## src/rtl/rtsnoc_int_tx_arb.sv

```systemverilog
// rtsnoc_int_tx_arb
// Reports level changes on N_INT interrupt lines to one fixed RTSNoC node.
// All sources share a single router port. A round-robin arbiter picks one
// pending source at a time and sends an UP, DOWN or PULSE packet for it.
// The write handshake waits for the router to accept the packet.
//
// Ports:
//   clk_i       clock
//   rst_i       synchronous reset, active-high
//   int_i       interrupt levels, asynchronous; bit i belongs to source i
//   noc_din_o   packet to router: {X_orig, Y_orig, local_orig, X_dst, Y_dst,
//               local_dst, data}
//   noc_wr_o    write request, held high until the router accepts
//   noc_rd_o    read strobe; drains received flits
//   noc_dout_i  received packet; discarded
//   noc_wait_i  router backpressure
//   noc_nd_i    router has new data
module rtsnoc_int_tx_arb #(
  parameter int NOC_DATA_WIDTH    = 32,
  parameter int NOC_LOCAL_ADR     = 0,
  parameter int NOC_X             = 0,
  parameter int NOC_Y             = 0,
  parameter int NOC_LOCAL_ADR_TGT = 0,
  parameter int NOC_X_TGT         = 0,
  parameter int NOC_Y_TGT         = 0,
  parameter int SOC_SIZE_X        = 1,
  parameter int SOC_SIZE_Y        = 1,
  parameter int N_INT             = 4
) (
  input  logic                                                         clk_i,
  input  logic                                                         rst_i,
  input  logic [N_INT-1:0]                                             int_i,
  output logic [NOC_DATA_WIDTH+2*SOC_SIZE_X+2*SOC_SIZE_Y+6-1:0]        noc_din_o,
  output logic                                                         noc_wr_o,
  output logic                                                         noc_rd_o,
  input  logic [NOC_DATA_WIDTH+2*SOC_SIZE_X+2*SOC_SIZE_Y+6-1:0]        noc_dout_i,
  input  logic                                                         noc_wait_i,
  input  logic                                                         noc_nd_i
);

  localparam int IW = (N_INT > 1) ? $clog2(N_INT) : 1;

  localparam logic [0:0] ST_IDLE = 1'b0;
  localparam logic [0:0] ST_SEND = 1'b1;

  localparam logic [1:0] TYPE_UP    = 2'd1;
  localparam logic [1:0] TYPE_DOWN  = 2'd2;
  localparam logic [1:0] TYPE_PULSE = 2'd3;

  // Fixed header fields.
  localparam logic [SOC_SIZE_X-1:0] X_ORIG = SOC_SIZE_X'(NOC_X);
  localparam logic [SOC_SIZE_Y-1:0] Y_ORIG = SOC_SIZE_Y'(NOC_Y);
  localparam logic [2:0]            L_ORIG = 3'(NOC_LOCAL_ADR);
  localparam logic [SOC_SIZE_X-1:0] X_DST  = SOC_SIZE_X'(NOC_X_TGT);
  localparam logic [SOC_SIZE_Y-1:0] Y_DST  = SOC_SIZE_Y'(NOC_Y_TGT);
  localparam logic [2:0]            L_DST  = 3'(NOC_LOCAL_ADR_TGT);

  logic [N_INT-1:0]          s1_q, s2_q;
  logic [N_INT-1:0]          r_q, r_d;
  logic [N_INT-1:0]          rise_q, rise_d, fall_q, fall_d;
  logic [N_INT-1:0]          rise_set, fall_set, pend, gnt_clr;
  logic [IW-1:0]             ptr_q, gnt_idx, arb_idx;
  logic                      gnt_found, grant;
  logic [1:0]                gnt_type;
  logic [NOC_DATA_WIDTH-1:0] tx_data_q, payload;
  logic [0:0]                state_q;
  logic                      wr_q, rd_q;

  // Per-source edge tracking. The set terms are folded into pend so that
  // an edge can be granted in the same cycle it is first seen on s2.
  for (genvar gi = 0; gi < N_INT; gi++) begin : g_src
    assign rise_set[gi] = s2_q[gi] & ~r_q[gi];
    assign fall_set[gi] = ~s2_q[gi] & r_q[gi];
    assign pend[gi]     = rise_q[gi] | fall_q[gi] | rise_set[gi] | fall_set[gi];
    assign gnt_clr[gi]  = grant && (gnt_idx == IW'(gi));
    // Clear on grant has priority over a new set in the same cycle.
    assign rise_d[gi]   = ~gnt_clr[gi] & (rise_q[gi] | rise_set[gi]);
    assign fall_d[gi]   = ~gnt_clr[gi] & (fall_q[gi] | fall_set[gi]);
    // Only an UP grant raises the reported level; DOWN lowers it;
    // PULSE leaves it low.
    assign r_d[gi]      = gnt_clr[gi] ? (~r_q[gi] & s2_q[gi] & s1_q[gi]) : r_q[gi];
  end

  // Round-robin search starting one past the last granted index.
  always_comb begin
    gnt_found = 1'b0;
    gnt_idx   = '0;
    arb_idx   = ptr_q;
    for (int k = 0; k < N_INT; k++) begin
      if (arb_idx == IW'(N_INT - 1)) begin
        arb_idx = '0;
      end else begin
        arb_idx = arb_idx + IW'(1);
      end
      if (!gnt_found && pend[arb_idx]) begin
        gnt_found = 1'b1;
        gnt_idx   = arb_idx;
      end
    end
  end

  assign grant = (state_q == ST_IDLE) && gnt_found;

  // A low source is reported UP only if the level survived both sync
  // stages; anything that already fell back is a PULSE.
  always_comb begin
    if (r_q[gnt_idx]) begin
      gnt_type = TYPE_DOWN;
    end else if (s2_q[gnt_idx] & s1_q[gnt_idx]) begin
      gnt_type = TYPE_UP;
    end else begin
      gnt_type = TYPE_PULSE;
    end
    payload       = '0;
    payload[1:0]  = gnt_type;
    payload[15:8] = 8'(gnt_idx);
  end

  always_ff @(posedge clk_i) begin
    if (rst_i) begin
      s1_q      <= '0;
      s2_q      <= '0;
      r_q       <= '0;
      rise_q    <= '0;
      fall_q    <= '0;
      ptr_q     <= IW'(N_INT - 1);
      tx_data_q <= '0;
      wr_q      <= 1'b0;
      rd_q      <= 1'b0;
      state_q   <= ST_IDLE;
    end else begin
      s1_q   <= int_i;
      s2_q   <= s1_q;
      r_q    <= r_d;
      rise_q <= rise_d;
      fall_q <= fall_d;
      rd_q   <= noc_nd_i & ~rd_q;
      if (state_q == ST_IDLE) begin
        if (grant) begin
          tx_data_q <= payload;
          wr_q      <= 1'b1;
          ptr_q     <= gnt_idx;
          state_q   <= ST_SEND;
        end
      end else begin
        if (!noc_wait_i) begin
          wr_q    <= 1'b0;
          state_q <= ST_IDLE;
        end
      end
    end
  end

  assign noc_din_o = {X_ORIG, Y_ORIG, L_ORIG, X_DST, Y_DST, L_DST, tx_data_q};
  assign noc_wr_o  = wr_q;
  assign noc_rd_o  = rd_q;

  // Received flits are drained and dropped.
  logic unused_dout;
  assign unused_dout = ^noc_dout_i;

endmodule
```

## config.mk

```make
export PLATFORM = sky130hd
export DESIGN_NAME = rtsnoc_int_tx_arb
export DESIGN_NICKNAME = d
export VERILOG_FILES = /design/src/rtl/rtsnoc_int_tx_arb.sv
export SDC_FILE = /design/constraint.sdc
export NUM_CORES = 1
export LEC_CHECK = 0
export ABC_AREA = 1
export CORE_ASPECT_RATIO = 0.5
export CORE_MARGIN = 3
export CORE_UTILIZATION = 46
export CTS_BUF_LIST = sky130_fd_sc_hd__clkbuf_2 sky130_fd_sc_hd__clkbuf_4 sky130_fd_sc_hd__clkbuf_8
export CTS_CLUSTER_SIZE = 30
export DETAILED_ROUTE_END_ITERATION = 16
export DONT_BUFFER_PORTS = 1
export HOLD_SLACK_MARGIN = 0.03
export PLACE_DENSITY = 0.71
export SYNTH_ARGS = -nofsm -noshare
export SYNTH_HDL_FRONTEND = slang
export SYNTH_SLANG_ARGS = --single-unit
```

## constraint.sdc

```tcl
create_clock -name clk_i -period 2.6 [get_ports clk_i]
set_clock_uncertainty 0.1 [all_clocks]
set_input_delay 0.26 -clock clk_i [delete_from_list [all_inputs] [get_ports clk_i]]
set_output_delay 0.26 -clock clk_i [all_outputs]
set_load 0.02 [all_outputs]
```

==> impl_metrics.ini <==
[power_and_ir_drop]
p_sw_mw = 1.48
leakage_nw = 0.918
powerDensity_nw_per_um2 = 1530
power_mw = 2.82
share_seq_of_total_power_pct = 22.6
p_comb_share_pct = 64.0
p_int_mw = 1.34
switching_share_pct = 52.4
ir_worst_vdd_mv = 0.792
p_clk_share_pct = 13.3

[drt]
drt-initial-drc-count = 50
firstDrtPassIters = 4
num_vias = 1444
ant_nets = 0
avgRoutedWirePerCell_um = 9.85
remaining_drc_errors = 0
drt-total-wl_um = 3090
via_per_inst = 4.60

[finish]
final_cell_mix = 54 x nand2_1, 38 x conb_1, 29 x dfxtp_1
finalNonFillerCells = 314
syn_to_final_growth_pct = 3.58
design_area_um2 = 1840
drive_above_1_share_pct = 12.9
final_common_cell = nand2_1
nets = 314
diodes = 0

[grt]
grt_pass1_vias = 1257
grt_pass1_wl_um = 5350
antenna_found_initial = 0
grt_max_degree = 12
grt-ovfl-total = 0
gr-usage-all-layers_pct = 14.6

[cts]
clk_latency_ns = 0.28
cts_tree = done
cts.sinks = 29
htreeDepth = 2
numCtsBuffers = 5
cts.repair.resized = 0
path_clk_slew_ns = 0.05
cts_buffer_depth = 2
cts-root-buf = clkbuf_8

[sta]
max_freq_ghz = 0.419
setup_viol = 0
setup_tns_ns = 0
hold_viol_final = 0
maxSlewViolCount = 0
period_share_pct = 91.7
layout_min_cycle_time_ns = 2.38
hold_slack_ns = 0.109
rsz0062_at_grt = no

[critical_path]
criticalPathCategory = reg2reg
cp_max_fo = 7
crit_path_start_kind = register
r2r_cells = 13
max_stage_delay_ns = 0.43
cp.arrival_ns = 2.45
worstPathCellList = ha_1, inv_2, xor2_2, nand3_2, nand2_2, nand4_2, nor2_1, nor2_2, inv_2, nor2_2, nand2_1, nand2_2, a22oi_2
critical_path.endpoint_type = register
required_ns = 2.66
crit_slowest_cell = ha_1

[synth]
yosysUniqueCellTypes = 26
yosys_warnings = 0
synth_fa_ha_area_share_pct = 0.703
synthesis.area_um2 = 1780
synth_top_family_by_area = simple AND/OR/NAND/NOR gates
synth_mux_area_share_pct = 0
yosys.area_share.simple_pct = 34.7
yosysSeqAreaShare_pct = 32.6
synth_compound_area_share_pct = 6.89
synthCells = 252
avgSynthCellArea_um2 = 7.07
synthXorXnorAreaFrac_pct = 1.83
synth-seq-cells = 29

[placement]
dp_cells = 301
place.port_buffers = 0
hpwlAfterDp_um = 2410
placedInstanceArea_um2 = 1690
gp_congestion = 0.759

[run]
maxCapViolations = 0

[die]
rows = 15
pin_count = 94
die_h_um = 50.0
die_area_um2 = 4700
die_w_um = 94.0
initial_core_util_pct = 49.9
fp.coreArea_um2 = 3570

[hold_path]
whs_path_depth = 2
hold_class = in2reg

[outcome]
status = completed
[synthesized netlist by cell type (all sizes together)]
cell type  instances  share of area [%]
clkbuf             1               0.21
nor2              33                8.9
o21a               1               0.42
a22oi              3                1.5
xor2               2                1.8
nand2             63                 15
ha                 1               0.70
o21ai              4                1.1
buf               39                 16
a21oi             12                3.4
nand3             29                9.0
conb               1               0.21
inv               29                6.4
a21o               1               0.42
dfxtp             29                 33
nand4              4                1.8
[metrics by stage]
step / util (%) / setup slack [ns]
3_3_place_gp: 47.5 / 0.284
2_1_floorplan: - / 0.410
6_report: 51.7 / 0.216
5_1_grt: 51.7 / 0.0224
4_1_cts: 51.7 / 0.221
3_5_place_dp: 47.5 / 0.226
[logic make-up after synthesis]
group	count (synthesis)
xor+xnor	2
buf+inv	69
fa+ha+maj	1
compound gates	21
other cells	1
flops	29
simple gates	129
[area by class of cell]
cell class	count	area, µm²
fill	351	1720
multi-input combinational	191	928
timing repair buffer	7	67.6
inverter	29	114
tap	51	63.8
clock buffer	7	90.1
sequential	29	581
[worst max-delay path: cells and delay by family (launching register included)]
family	cells	cell delay, ns
and+or+nand+nor	8	0.94
adders and majority gates	1	0.43
DFF	1	0.31
buffers and inverters	2	0.21
xor gates and xnor gates	1	0.20
AOI/OAI and AO/OA	1	0.06
[layer usage]
layer	track usage, %	wire length, µm
met2	23.0	1330
met3	4.27	299
met1	18.6	1420
met4	6.47	41
met5	0	0
[sequential cells by signal (all words and copies together), names as in the netlist]
signal	cells
fall_q	4
r_q	4
rise_q	4
s1_q	4
s2_q	4
tx_data_q	4
ptr_q	2
noc_rd_o	1
noc_wr_o	1
state_q	1
[power by group through the flow]
stage | registers (mW) | logic, mW | clock network, mW
finish | 0.639 | 1.81 | 0.377
global placement | 0.646 | 1.75 | 0
CTS | 0.640 | 1.80 | 0.386
detailed placement | 0.649 | 1.79 | 0
global route | 0.650 | 2.04 | 0.409
floorplan | 0.645 | 1.53 | 0
[final timing paths]
check / startpoint / endpoint / slack [ns]
worst max register to register: ptr_q[0]$_SDFFE_PP1P_ / r_q[0]$_SDFFE_PP0P_ / 0.22
worst min register to register: s1_q[2]$_SDFF_PP0_ / s2_q[2]$_SDFF_PP0_ / 0.34
worst max-delay path: ptr_q[0]$_SDFFE_PP1P_ / r_q[0]$_SDFFE_PP0P_ / 0.22
worst min-delay path: noc_wait_i / noc_wr_o$_SDFFE_PP0P_ / 0.11
[repair_timing]
action	in CTS	in global routing
hold buffers	6	0
endpoints found under the hold margin	12	0
setup buffers	0	0
Note: power is estimated with default switching activity, not from simulation.
